[config.mk]
export PLATFORM = sky130hd
export DESIGN_NAME = sys_arr_acc_post_flat
export DESIGN_NICKNAME = d
export VERILOG_FILES = /design/src/rtl/sys_arr_acc_post_if.sv /design/src/rtl/sys_arr_acc_post.sv /design/src/flat_wrapper.sv
export SDC_FILE = /design/constraint.sdc
export NUM_CORES = 2
export LEC_CHECK = 0
export BUFFER_PORTS_ARGS = -buffer_cell sky130_fd_sc_hd__buf_4
export CAP_MARGIN = 20
export CORE_ASPECT_RATIO = 1.5
export CORE_MARGIN = 10
export CORE_UTILIZATION = 28
export CTS_CLUSTER_DIAMETER = 200
export DETAILED_ROUTE_END_ITERATION = 10
export PLACE_DENSITY = 0.47
export SLEW_MARGIN = 30
export SYNTH_ARGS = -nofsm -noshare
export SYNTH_HDL_FRONTEND = slang
export SYNTH_SLANG_ARGS = --single-unit
[constraint.sdc]
create_clock -name clk -period 13.1 [get_ports clk]
set_input_delay 1.31 -clock clk [delete_from_list [all_inputs] [get_ports clk]]
set_output_delay 1.31 -clock clk [all_outputs]
set_load 0.01 [all_outputs]
[src/rtl/sys_arr_acc_post_if.sv]
// rtl/sys_arr_acc_post_if.sv - vector stream interface for the accumulator post-processing stage
//
// Groups the accumulator-side input vector stream and the FIFO-side output
// vector stream.
//   in_vect_val/last/words : accumulator result vector, no back-pressure
//   out_vect_val/last/words: FIFO head vector towards the output writer
//   out_vect_rdy           : output writer ready
// slave  : the post-processing block
// master : the surroundings (accumulator + output writer)
interface sys_arr_acc_post_if #(
  parameter int VECT_SIZE    = 8,
  parameter int IN_WORD_WDT  = 32,
  parameter int OUT_WORD_WDT = 16
);
  logic                              in_vect_val;
  logic                              in_vect_last;
  logic [VECT_SIZE*IN_WORD_WDT-1:0]  in_vect_words;
  logic                              out_vect_val;
  logic                              out_vect_rdy;
  logic                              out_vect_last;
  logic [VECT_SIZE*OUT_WORD_WDT-1:0] out_vect_words;

  modport master (
    output in_vect_val, in_vect_last, in_vect_words, out_vect_rdy,
    input  out_vect_val, out_vect_last, out_vect_words
  );

  modport slave (
    input  in_vect_val, in_vect_last, in_vect_words, out_vect_rdy,
    output out_vect_val, out_vect_last, out_vect_words
  );
endinterface

[src/rtl/sys_arr_acc_post.sv]
// rtl/sys_arr_acc_post.sv - requantize, saturate, ReLU and buffer accumulator result vectors
//
// Stage 1 registers the rounding right-shift of every word, stage 2 saturates
// and optionally clamps negatives while writing straight into a show-ahead
// FIFO, so a vector reaches the FIFO head two enabled cycles after input.
// Ports:
//   clk, rst_n        : clock, asynchronous active-low reset
//   clk_en            : global enable, all state holds when low
//   relu_en           : clamp negative results to zero
//   shift_amt         : rounding right-shift amount
//   bus               : input/output vector streams (slave side)
//   fifo_almost_full  : free entries <= AF_MARGIN
//   ovf_err           : sticky, a vector was dropped on a full FIFO
module sys_arr_acc_post #(
  parameter int VECT_SIZE    = 8,
  parameter int IN_WORD_WDT  = 32,
  parameter int OUT_WORD_WDT = 16,
  parameter int FIFO_DEPTH   = 8,
  parameter int AF_MARGIN    = 4
) (
  input  logic                clk,
  input  logic                rst_n,
  input  logic                clk_en,
  input  logic                relu_en,
  input  logic [4:0]          shift_amt,
  sys_arr_acc_post_if.slave   bus,
  output logic                fifo_almost_full,
  output logic                ovf_err
);

  localparam int PW = $clog2(FIFO_DEPTH);
  localparam int CW = PW + 1;
  localparam int OW = VECT_SIZE * OUT_WORD_WDT;
  localparam int EW = OW + 1;
  localparam int XW = IN_WORD_WDT + 1;

  // Saturation bounds, sign-extended to the widened stage-1 word
  localparam logic signed [XW-1:0] SAT_MAX = {{(XW-OUT_WORD_WDT+1){1'b0}}, {(OUT_WORD_WDT-1){1'b1}}};
  localparam logic signed [XW-1:0] SAT_MIN = {{(XW-OUT_WORD_WDT+1){1'b1}}, {(OUT_WORD_WDT-1){1'b0}}};
  localparam logic [OUT_WORD_WDT-1:0] OUT_MAX = {1'b0, {(OUT_WORD_WDT-1){1'b1}}};
  localparam logic [OUT_WORD_WDT-1:0] OUT_MIN = {1'b1, {(OUT_WORD_WDT-1){1'b0}}};

  // ---------------- stage 1: rounding arithmetic shift ----------------
  logic signed [XW-1:0]    rnd;
  logic [IN_WORD_WDT-1:0]  x;
  logic signed [XW-1:0]    s1_nxt [VECT_SIZE];
  logic signed [XW-1:0]    s1_r   [VECT_SIZE];
  logic                    s1_val;
  logic                    s1_last;

  // Add half an LSB of the result before shifting (round half up); the add is
  // one bit wider than the input so large positive words cannot wrap.
  always_comb begin
    rnd = '0;
    x   = '0;
    if (shift_amt != 5'd0) rnd = XW'(1) << (shift_amt - 5'd1);
    for (int i = 0; i < VECT_SIZE; i++) begin
      x         = bus.in_vect_words[i*IN_WORD_WDT +: IN_WORD_WDT];
      s1_nxt[i] = ($signed({x[IN_WORD_WDT-1], x}) + rnd) >>> shift_amt;
    end
  end

  always_ff @(posedge clk or negedge rst_n) begin
    if (!rst_n) begin
      s1_val  <= 1'b0;
      s1_last <= 1'b0;
      for (int i = 0; i < VECT_SIZE; i++) s1_r[i] <= '0;
    end else if (clk_en) begin
      s1_val  <= bus.in_vect_val;
      s1_last <= bus.in_vect_last;
      for (int i = 0; i < VECT_SIZE; i++) s1_r[i] <= s1_nxt[i];
    end
  end

  // ---------------- stage 2: saturate + ReLU, written into FIFO -------
  logic [OW-1:0]           s2_words;
  logic [OUT_WORD_WDT-1:0] w;

  always_comb begin
    s2_words = '0;
    w        = '0;
    for (int i = 0; i < VECT_SIZE; i++) begin
      if (s1_r[i] > SAT_MAX)      w = OUT_MAX;
      else if (s1_r[i] < SAT_MIN) w = OUT_MIN;
      else                        w = s1_r[i][OUT_WORD_WDT-1:0];
      if (relu_en && w[OUT_WORD_WDT-1]) w = '0;
      s2_words[i*OUT_WORD_WDT +: OUT_WORD_WDT] = w;
    end
  end

  // ---------------- show-ahead FIFO ------------------------------------
  logic [EW-1:0] mem [FIFO_DEPTH];
  logic [PW-1:0] wr_ptr, rd_ptr;
  logic [CW-1:0] cnt, cnt_nxt;
  logic          push, pop, full, wr_en, drop;
  logic [EW-1:0] head;

  assign push  = s1_val & clk_en;
  assign pop   = bus.out_vect_val & bus.out_vect_rdy & clk_en;
  assign full  = (cnt == CW'(FIFO_DEPTH));
  // A pop in the same cycle frees the slot, so a full FIFO still accepts
  assign wr_en = push & (~full | pop);
  assign drop  = push & full & ~pop;

  always_comb begin
    cnt_nxt = cnt;
    if (wr_en && !pop)      cnt_nxt = cnt + CW'(1);
    else if (pop && !wr_en) cnt_nxt = cnt - CW'(1);
  end

  always_ff @(posedge clk) begin
    if (wr_en) mem[wr_ptr] <= {s1_last, s2_words};
  end

  always_ff @(posedge clk or negedge rst_n) begin
    if (!rst_n) begin
      wr_ptr           <= '0;
      rd_ptr           <= '0;
      cnt              <= '0;
      fifo_almost_full <= 1'b0;
      ovf_err          <= 1'b0;
    end else if (clk_en) begin
      if (wr_en) wr_ptr <= wr_ptr + PW'(1);
      if (pop)   rd_ptr <= rd_ptr + PW'(1);
      cnt              <= cnt_nxt;
      fifo_almost_full <= (CW'(FIFO_DEPTH) - cnt_nxt) <= CW'(AF_MARGIN);
      if (drop) ovf_err <= 1'b1;
    end
  end

  // Head data is masked while empty so stale or unwritten entries never show
  assign head               = mem[rd_ptr];
  assign bus.out_vect_val   = (cnt != '0);
  assign bus.out_vect_last  = bus.out_vect_val & head[OW];
  assign bus.out_vect_words = bus.out_vect_val ? head[OW-1:0] : '0;

endmodule
[src/flat_wrapper.sv]
// flat-port wrapper written by rule: the top's interface ports become plain ports
module sys_arr_acc_post_flat 
#(
  parameter int VECT_SIZE    = 8,
  parameter int IN_WORD_WDT  = 32,
  parameter int OUT_WORD_WDT = 16,
  parameter int FIFO_DEPTH   = 8,
  parameter int AF_MARGIN    = 4
)
  (clk, rst_n, clk_en, relu_en, shift_amt, fifo_almost_full, ovf_err, bus_in_vect_val, bus_in_vect_last, bus_in_vect_words, bus_out_vect_rdy, bus_out_vect_val, bus_out_vect_last, bus_out_vect_words);
  sys_arr_acc_post_if #(.VECT_SIZE(VECT_SIZE), .IN_WORD_WDT(IN_WORD_WDT), .OUT_WORD_WDT(OUT_WORD_WDT)) bus_i ();
  input  logic clk;
  input  logic rst_n;
  input  logic clk_en;
  input  logic relu_en;
  input  logic [4:0] shift_amt;
  output logic fifo_almost_full;
  output logic ovf_err;
  input wire logic [$bits(bus_i.in_vect_val)-1:0] bus_in_vect_val;
  input wire logic [$bits(bus_i.in_vect_last)-1:0] bus_in_vect_last;
  input wire logic [$bits(bus_i.in_vect_words)-1:0] bus_in_vect_words;
  input wire logic [$bits(bus_i.out_vect_rdy)-1:0] bus_out_vect_rdy;
  output wire logic [$bits(bus_i.out_vect_val)-1:0] bus_out_vect_val;
  output wire logic [$bits(bus_i.out_vect_last)-1:0] bus_out_vect_last;
  output wire logic [$bits(bus_i.out_vect_words)-1:0] bus_out_vect_words;
  assign bus_i.in_vect_val = bus_in_vect_val;
  assign bus_i.in_vect_last = bus_in_vect_last;
  assign bus_i.in_vect_words = bus_in_vect_words;
  assign bus_i.out_vect_rdy = bus_out_vect_rdy;
  assign bus_out_vect_val = bus_i.out_vect_val;
  assign bus_out_vect_last = bus_i.out_vect_last;
  assign bus_out_vect_words = bus_i.out_vect_words;
  sys_arr_acc_post #(.VECT_SIZE(VECT_SIZE), .IN_WORD_WDT(IN_WORD_WDT), .OUT_WORD_WDT(OUT_WORD_WDT), .FIFO_DEPTH(FIFO_DEPTH), .AF_MARGIN(AF_MARGIN)) u_core (.clk(clk), .rst_n(rst_n), .clk_en(clk_en), .relu_en(relu_en), .shift_amt(shift_amt), .bus(bus_i), .fifo_almost_full(fifo_almost_full), .ovf_err(ovf_err));
endmodule
# After elaboration in Yosys (flattened, before gate mapping)
# Memory sizes are Yosys's and may differ from the RTL's.
# Index checks and enable logic that the tools add are counted.
[totals]
memories = 1
register_bits = 278
latchBits = 0
wordCells = 114
mem_bits_rw = 1032
output_inout_bits = 132
mem_bits_ro = 0
[memory_table]
columns = ["memory", "words", "word_bits", "rd", "rd_ports_with_merged_regs", "write_ports", "line", "rtl"]
rows = [
  ["u_core.mem", 8, 129, 1, 0, 1, "sys_arr_acc_post.sv:92", "logic [EW-1:0] mem [FIFO_DEPTH];"],
]
[classes]
order_cmp = 17
n_eq_ne = 1
n_addsub = 14
n_reduce_logical = 17
n_div = 0
n_mux = 30
mul = 0
shift = 9
bitwise_logic = 10
[ops]
columns = ["op", "count"]
rows = [
  ["$mux W16", 24],
  ["$add A32 B33 Y33", 8],
  ["$gt A33 B16 Y1 const B", 8],
  ["$lt A33 B16 Y1 const B", 8],
  ["$sshr A33 B5 Y33", 8],
  ["$mux W128", 1],
  ["$mux W33", 1],
  ["$shl A1 B5 Y33 const A", 1],
  ["$logic_and A1 B1 Y1", 10],
  ["$mux W4", 2],
  ["$and A1 B1 Y1", 7],
  ["$add A3 B1 Y3 const B", 2],
  ["$reduce_and A2 Y1", 3],
  ["$reduce_bool A5 Y1", 1],
  ["$sub A5 B1 Y5 const B", 1],
  ["$add A4 B1 Y4 const B", 1],
  ["$eq A4 B4 Y1 const B", 1],
  ["$le A4 B3 Y1 const B", 1],
  ["$reduce_bool A4 Y1", 1],
  ["$sub A4 B1 Y4 const B", 1],
  ["$sub A4 B4 Y4 const A", 1],
  ["$logic_not A1 Y1", 2],
  ["$mux W1", 2],
  ["$not A1 Y1", 2],
  ["$or A1 B1 Y1", 1],
]

# Depth between registers and ports, before layout
[depth]
ltp_word = 11
depth_mapped = 27
ltp_nobuf = 17

# Worst setup path after synthesis
# No wires, ideal clock.
[synth_path]
path_type = "in2reg"
startpoint = "input clk_en"
endpoint = "memory u_core.mem[0][0] in the netlist's numbering, enable pin"
path_buffers = 1
setup_time_ps = 775
setup_slack_ps = 1534
path_stages = 4
required_ps = 12325
t_arrival_ps = 10791
path_cell_list = "clkbuf_1 > nand2_1 > or3_1 > nor3_1"
[synth_between]
elab_chain_cells = 5
elab_cells_between_ends = 6
[synth_rtl]
columns = ["item", "line", "rtl"]
rows = [
  ["start: declaration", "flat_wrapper.sv:14", "input logic clk_en;"],
  ["$and A1 B1 Y1", "sys_arr_acc_post.sv:99", "assign pop = bus.out_vect_val & bus.out_vect_rdy & clk_en;"],
  ["$or A1 B1 Y1", "sys_arr_acc_post.sv:102", "assign wr_en = push & (~full | pop);"],
  ["$and A1 B1 Y1 (*)", "sys_arr_acc_post.sv:102", ""],
  ["$mux W1 (*)", "sys_arr_acc_post.sv:112", "if (wr_en) mem[wr_ptr] <= {s1_last, s2_words};"],
  ["$mux W1 (not written as such) (*)", "sys_arr_acc_post.sv:112", ""],
  ["end: declaration", "sys_arr_acc_post.sv:92", ""],
]
# Every way passes the cells marked *; elsewhere a longest branch is shown, timed or not.

# Worst setup path in the final report
[layout_path]
startpoint = "input shift_amt[4]"
endpoint = "register u_core.s1_r[165] in the netlist's numbering"
[layout_between]
elab_chain_cells = 5
elab_cells_between_ends = 6
[layout_rtl]
columns = ["item", "line", "rtl"]
rows = [
  ["start: declaration", "flat_wrapper.sv:16", "input logic [4:0] shift_amt;"],
  ["$sub A5 B1 Y5", "sys_arr_acc_post.sv:56", "if (shift_amt != 5'd0) rnd = XW'(1) << (shift_amt - 5'd1);"],
  ["$shl A1 B5 Y33", "sys_arr_acc_post.sv:56", ""],
  ["$mux W33", "sys_arr_acc_post.sv:56", ""],
  ["$add A32 B33 Y33", "sys_arr_acc_post.sv:59", "s1_nxt[i] = ($signed({x[IN_WORD_WDT-1], x}) + rnd) >>> shift_amt;"],
  ["$sshr A33 B5 Y33 (*)", "sys_arr_acc_post.sv:59", ""],
  ["end: declaration", "sys_arr_acc_post.sv:47", "logic signed [XW-1:0] s1_r [VECT_SIZE];"],
]
# Marks and branches as above.
# A chain may end at the register's enable or synchronous reset.

==> metrics.md <==
| Metric | Value |
|---|---|
| Final Cycle Share | 64.15% |
| Gate Count Post-Synth | 8727 |
| Yosys Warn Count | 0 |
| Vias per inst | 6.148 |
| Fin crit period | 8.404 ns |
| First DRT Iteration DRCs | 9069 |
| DRC | 0 |
| Total grt overflow | 0 |
| FP Rows | 253 |
| PnR worst setup slack | 4.696 ns |
| Area Growth Syn to Fin | 13.17% |
| H-tree level count | 3 |
| Share of the synthesized area in the top cell type | 34.72% |
| Placed Area | 0.09725 mm^2 |
| Fin area | 0.1010 mm^2 |
| Worst r2r dst | u_core.mem[3][45] |
| Mapped Area | 0.08924 mm^2 |
| Largest net degree at the start of global routing | 146 |
| Async SR Flop Fraction | 21.22% |
| Final setup fails | 0 |
| Most used cell, CP | buf_4 |
| Die W | 481.0 um |
| Drt wl/cell | 36.38 um |
| Count leader, synth | edfxtp_1 |
| First-pass GRT wire length | 654900 um |
| # IOs | 400 |
| Hold_ws | 0.4880 ns |
| Worst path cell trace | buf_4 > buf_4 > nand2_1 > nor2_2 > buf_4 > ha_1 > a21o_1 > a21oi_1 > nor2b_1 > a311o_1 > a221o_1 > nor3_1 > mux2_2 > nor4_1 > a221oi_2 > mux2_2 > o21ai_0 > o21ai_0 |
| Clock sinks | 1310 |
| CTS max path bufs | 3 |
| WP buf/inv | 3 |
| CP delay by family, top | simple AND/OR/NAND/NOR gates |
| Slew @ Worst Pin | 1.153 ns |
| Vias in the first global route | 78330 |
| Setup TNS | 0 ns |
| Worst path max stage delay | 0.85 ns |
| Worst-path clk slew | 0.08 ns |
| Hold Fails Final Rpt | 0 |
| Crit Path Category | primary input to register |
| Vias | 80580 |
| Crit. End Element | register |
| RSZ-0062 raised after global routing | false |
| Maxcap violations | 0 |
| Critical path origin | shift_amt[4] |
| Synth Flop Type | edfxtp_1 |
| Synth area leader | edfxtp_1 |
| WP depth | 18 |
| CP required | 13.65 ns |
| Pre-Repair DR Iteration Count | 9 |
| R2R depth | 10 |
| Final Net Count | 9208 |
| Critical path endpoint | u_core.s1_r[165] |
| Adder-Cell Fraction of Synth Area | 2.132% |
| Chip height | 711.4 um |
| Static leakage | 35.88 nW |
| Core area | 0.3169 mm^2 |
| Mux cell area share after synthesis | 12.17% |
| Post-synthesis xor/xnor area fraction | 3.056% |
| Synth area leaders | edfxtp_1 (35%), dfrtp_1 (7.8%), mux4_2 (7.6%), nor2_1 (4.0%), mux2i_1 (3.4%) |
| Die Area | 0.3422 mm^2 |
| FMAX | 0.1190 GHz |
| TritonCTS clock tree | done |
| Seq cells post-synth | 1310 |
| Pre-CTS setup slack | 4.293 ns |
| Fillers | 32440 |
| Startpoint types | primary input |
| TritonCTS Buffers | 108 |
| Largest family of logic cells by synthesized area | compound AO/OA/AOI/OAI gates |
| Critical Path Fanout Max | 45 |
| Routability Congestion | 1.011 |
| Slowest CP cell | nand2_1 |
| Pwr dens | 142.8 mW/mm^2 |
| Arrival time at the worst endpoint | 8.95 ns |
| Final Max Slew Viols | 0 |
| # Post-CTS Setup Buffers | 0 |
| WHS Path Cells | 1 |
| Crit Reg-Reg Startpoint | u_core.cnt[0] |
| Slew Limit Headroom | 22.53% |
| Compound-Gate Fraction of Synth Area | 21.07% |
| Resize count post-CTS | 0 |
| Post-synth EDFFs | 1032 |
| WL final | 476800 um |
| Final antenna-violating net count | 0 |
| Initial antenna violation count | 19 |
| All-Layer GR Usage | 26.51% |
| Initial Utilization | 28.16% |
| Type of the tightest min-delay check | register to register |
| R2R setup slack | 8.41 ns |
| Maximum VDD drop | 0.0001206 V |
| Clock latency on the worst-skew pair | 0.74 ns |
| Distinct cell type count after synthesis | 138 |
| Sequential area share after synthesis | 42.52% |
| Detailed placer's ending HPWL | 357700 um |
| Skew final | 0.05336 ns |
| Avg Cell Area, Syn | 10.23 um^2 |
| Commonest cells in the netlist | edfxtp_1 (1032), nor2_1 (954), nand2_1 (587) |
| Hold Buf Count CTS | 0 |
| Count of input and output buffers | 399 |
| Layout cells sized above 1 | 17.45% |
| Status | complete, no violations |
| Final Power | 14.42 mW |
| Simple-Gate Fraction of Synth Area | 15.11% |
| CTS root buffer | clkbuf_16 |
-- power by group --
group	internal [mW]	switching [mW]
clock	1.77	1.61
sequential	5.04	0.292
combinational	2.17	3.54
total	8.98	5.44
-- routing by layer --
layer | GRT usage, % | share of wire, % | wire length, um
met5 | 0 | 0.014 | 69
met4 | 17.25 | 8.0 | 38050
met1 | 33.36 | 40 | 189800
met2 | 42.56 | 46 | 218700
met3 | 3.460 | 6.3 | 30170
-- layout make-up --
class | count | area, um^2 | area share (%)
multi-input cells | 6566 | 48370 | 47.89
inverters | 137 | 536.8 | 0.5314
well taps | 4207 | 5264 | 5.212
flip-flops and latches | 1310 | 37960 | 37.58
repair buffers | 669 | 5221 | 5.169
clock buffers | 121 | 2781 | 2.754
diodes | 14 | 35.03 | 0.03469
clock inverters | 81 | 837.1 | 0.8287
-- metrics by stage --
| stage | std cells | utilization (%) |
|---|---|---|
| 3_3_place_gp | 12880 | 30.62 |
| 5_1_grt | 13090 | 31.86 |
| 6_report | 13110 | 31.87 |
| 4_1_cts | 13090 | 31.83 |
| 2_1_floorplan | 8734 | - |
| 3_5_place_dp | 12890 | 30.69 |
-- layout by cell type, fill, tap and decap left out, types with 42 or more instances in the layout --
cell type and count:
xnor2_1 217, nor3_1 174, o211a_1 44, nor2b_1 43, o2111ai_1 48, and2_1 84
nand2b_1 50, a211oi_1 152, nand3_1 206, a221oi_1 75, ha_1 148, nand2_1 578
or3_1 78, dfrtp_1 275, clkbuf_16 108, a211o_1 48, mux4_2 303, o22ai_1 112
nor2_2 42, o31ai_1 42, buf_4 647, nor4_1 67, a21o_1 111, o21a_1 71
and3_1 97, xor2_1 78, mux2i_1 295, inv_1 132, o21ai_0 422, nor2_1 900
o211ai_1 176, mux2_2 90, a31oi_1 113, o221ai_1 83, a22oi_1 61, nand4_1 106
a21oi_1 546, edfxtp_1 1032
-- flip-flops by register name, summed over array words and instances, names as in the netlist --
register	count
u_core.s1_val	1
u_core.wr_ptr	3
u_core.mem	1032
u_core.cnt	4
u_core.s1_r	264
u_core.rd_ptr	3
u_core.fifo_almost_full	1
u_core.s1_last	1
u_core.ovf_err	1
-- worst min-delay path by stage --
stage                               from              to  slack [ns]
after floorplan           u_core.s1_r[3]  u_core.s1_r[3]        0.46
after global placement    u_core.ovf_err  u_core.ovf_err        0.46
after detailed placement  u_core.ovf_err  u_core.ovf_err        0.47
after CTS                 u_core.ovf_err  u_core.ovf_err        0.49
after global routing      u_core.ovf_err  u_core.ovf_err        0.52
final                     u_core.ovf_err  u_core.ovf_err        0.49
-- cells by family after synthesis --
family,count (synthesis)
buffers and inverters,858
AND/OR/NAND/NOR,2743
other,1
XOR/XNOR,308
flip-flops,1310
adder cells (fa/ha/maj),153
AO/OA/AOI/OAI,2659
multiplexers,695
(Power assumes the default switching activity.)
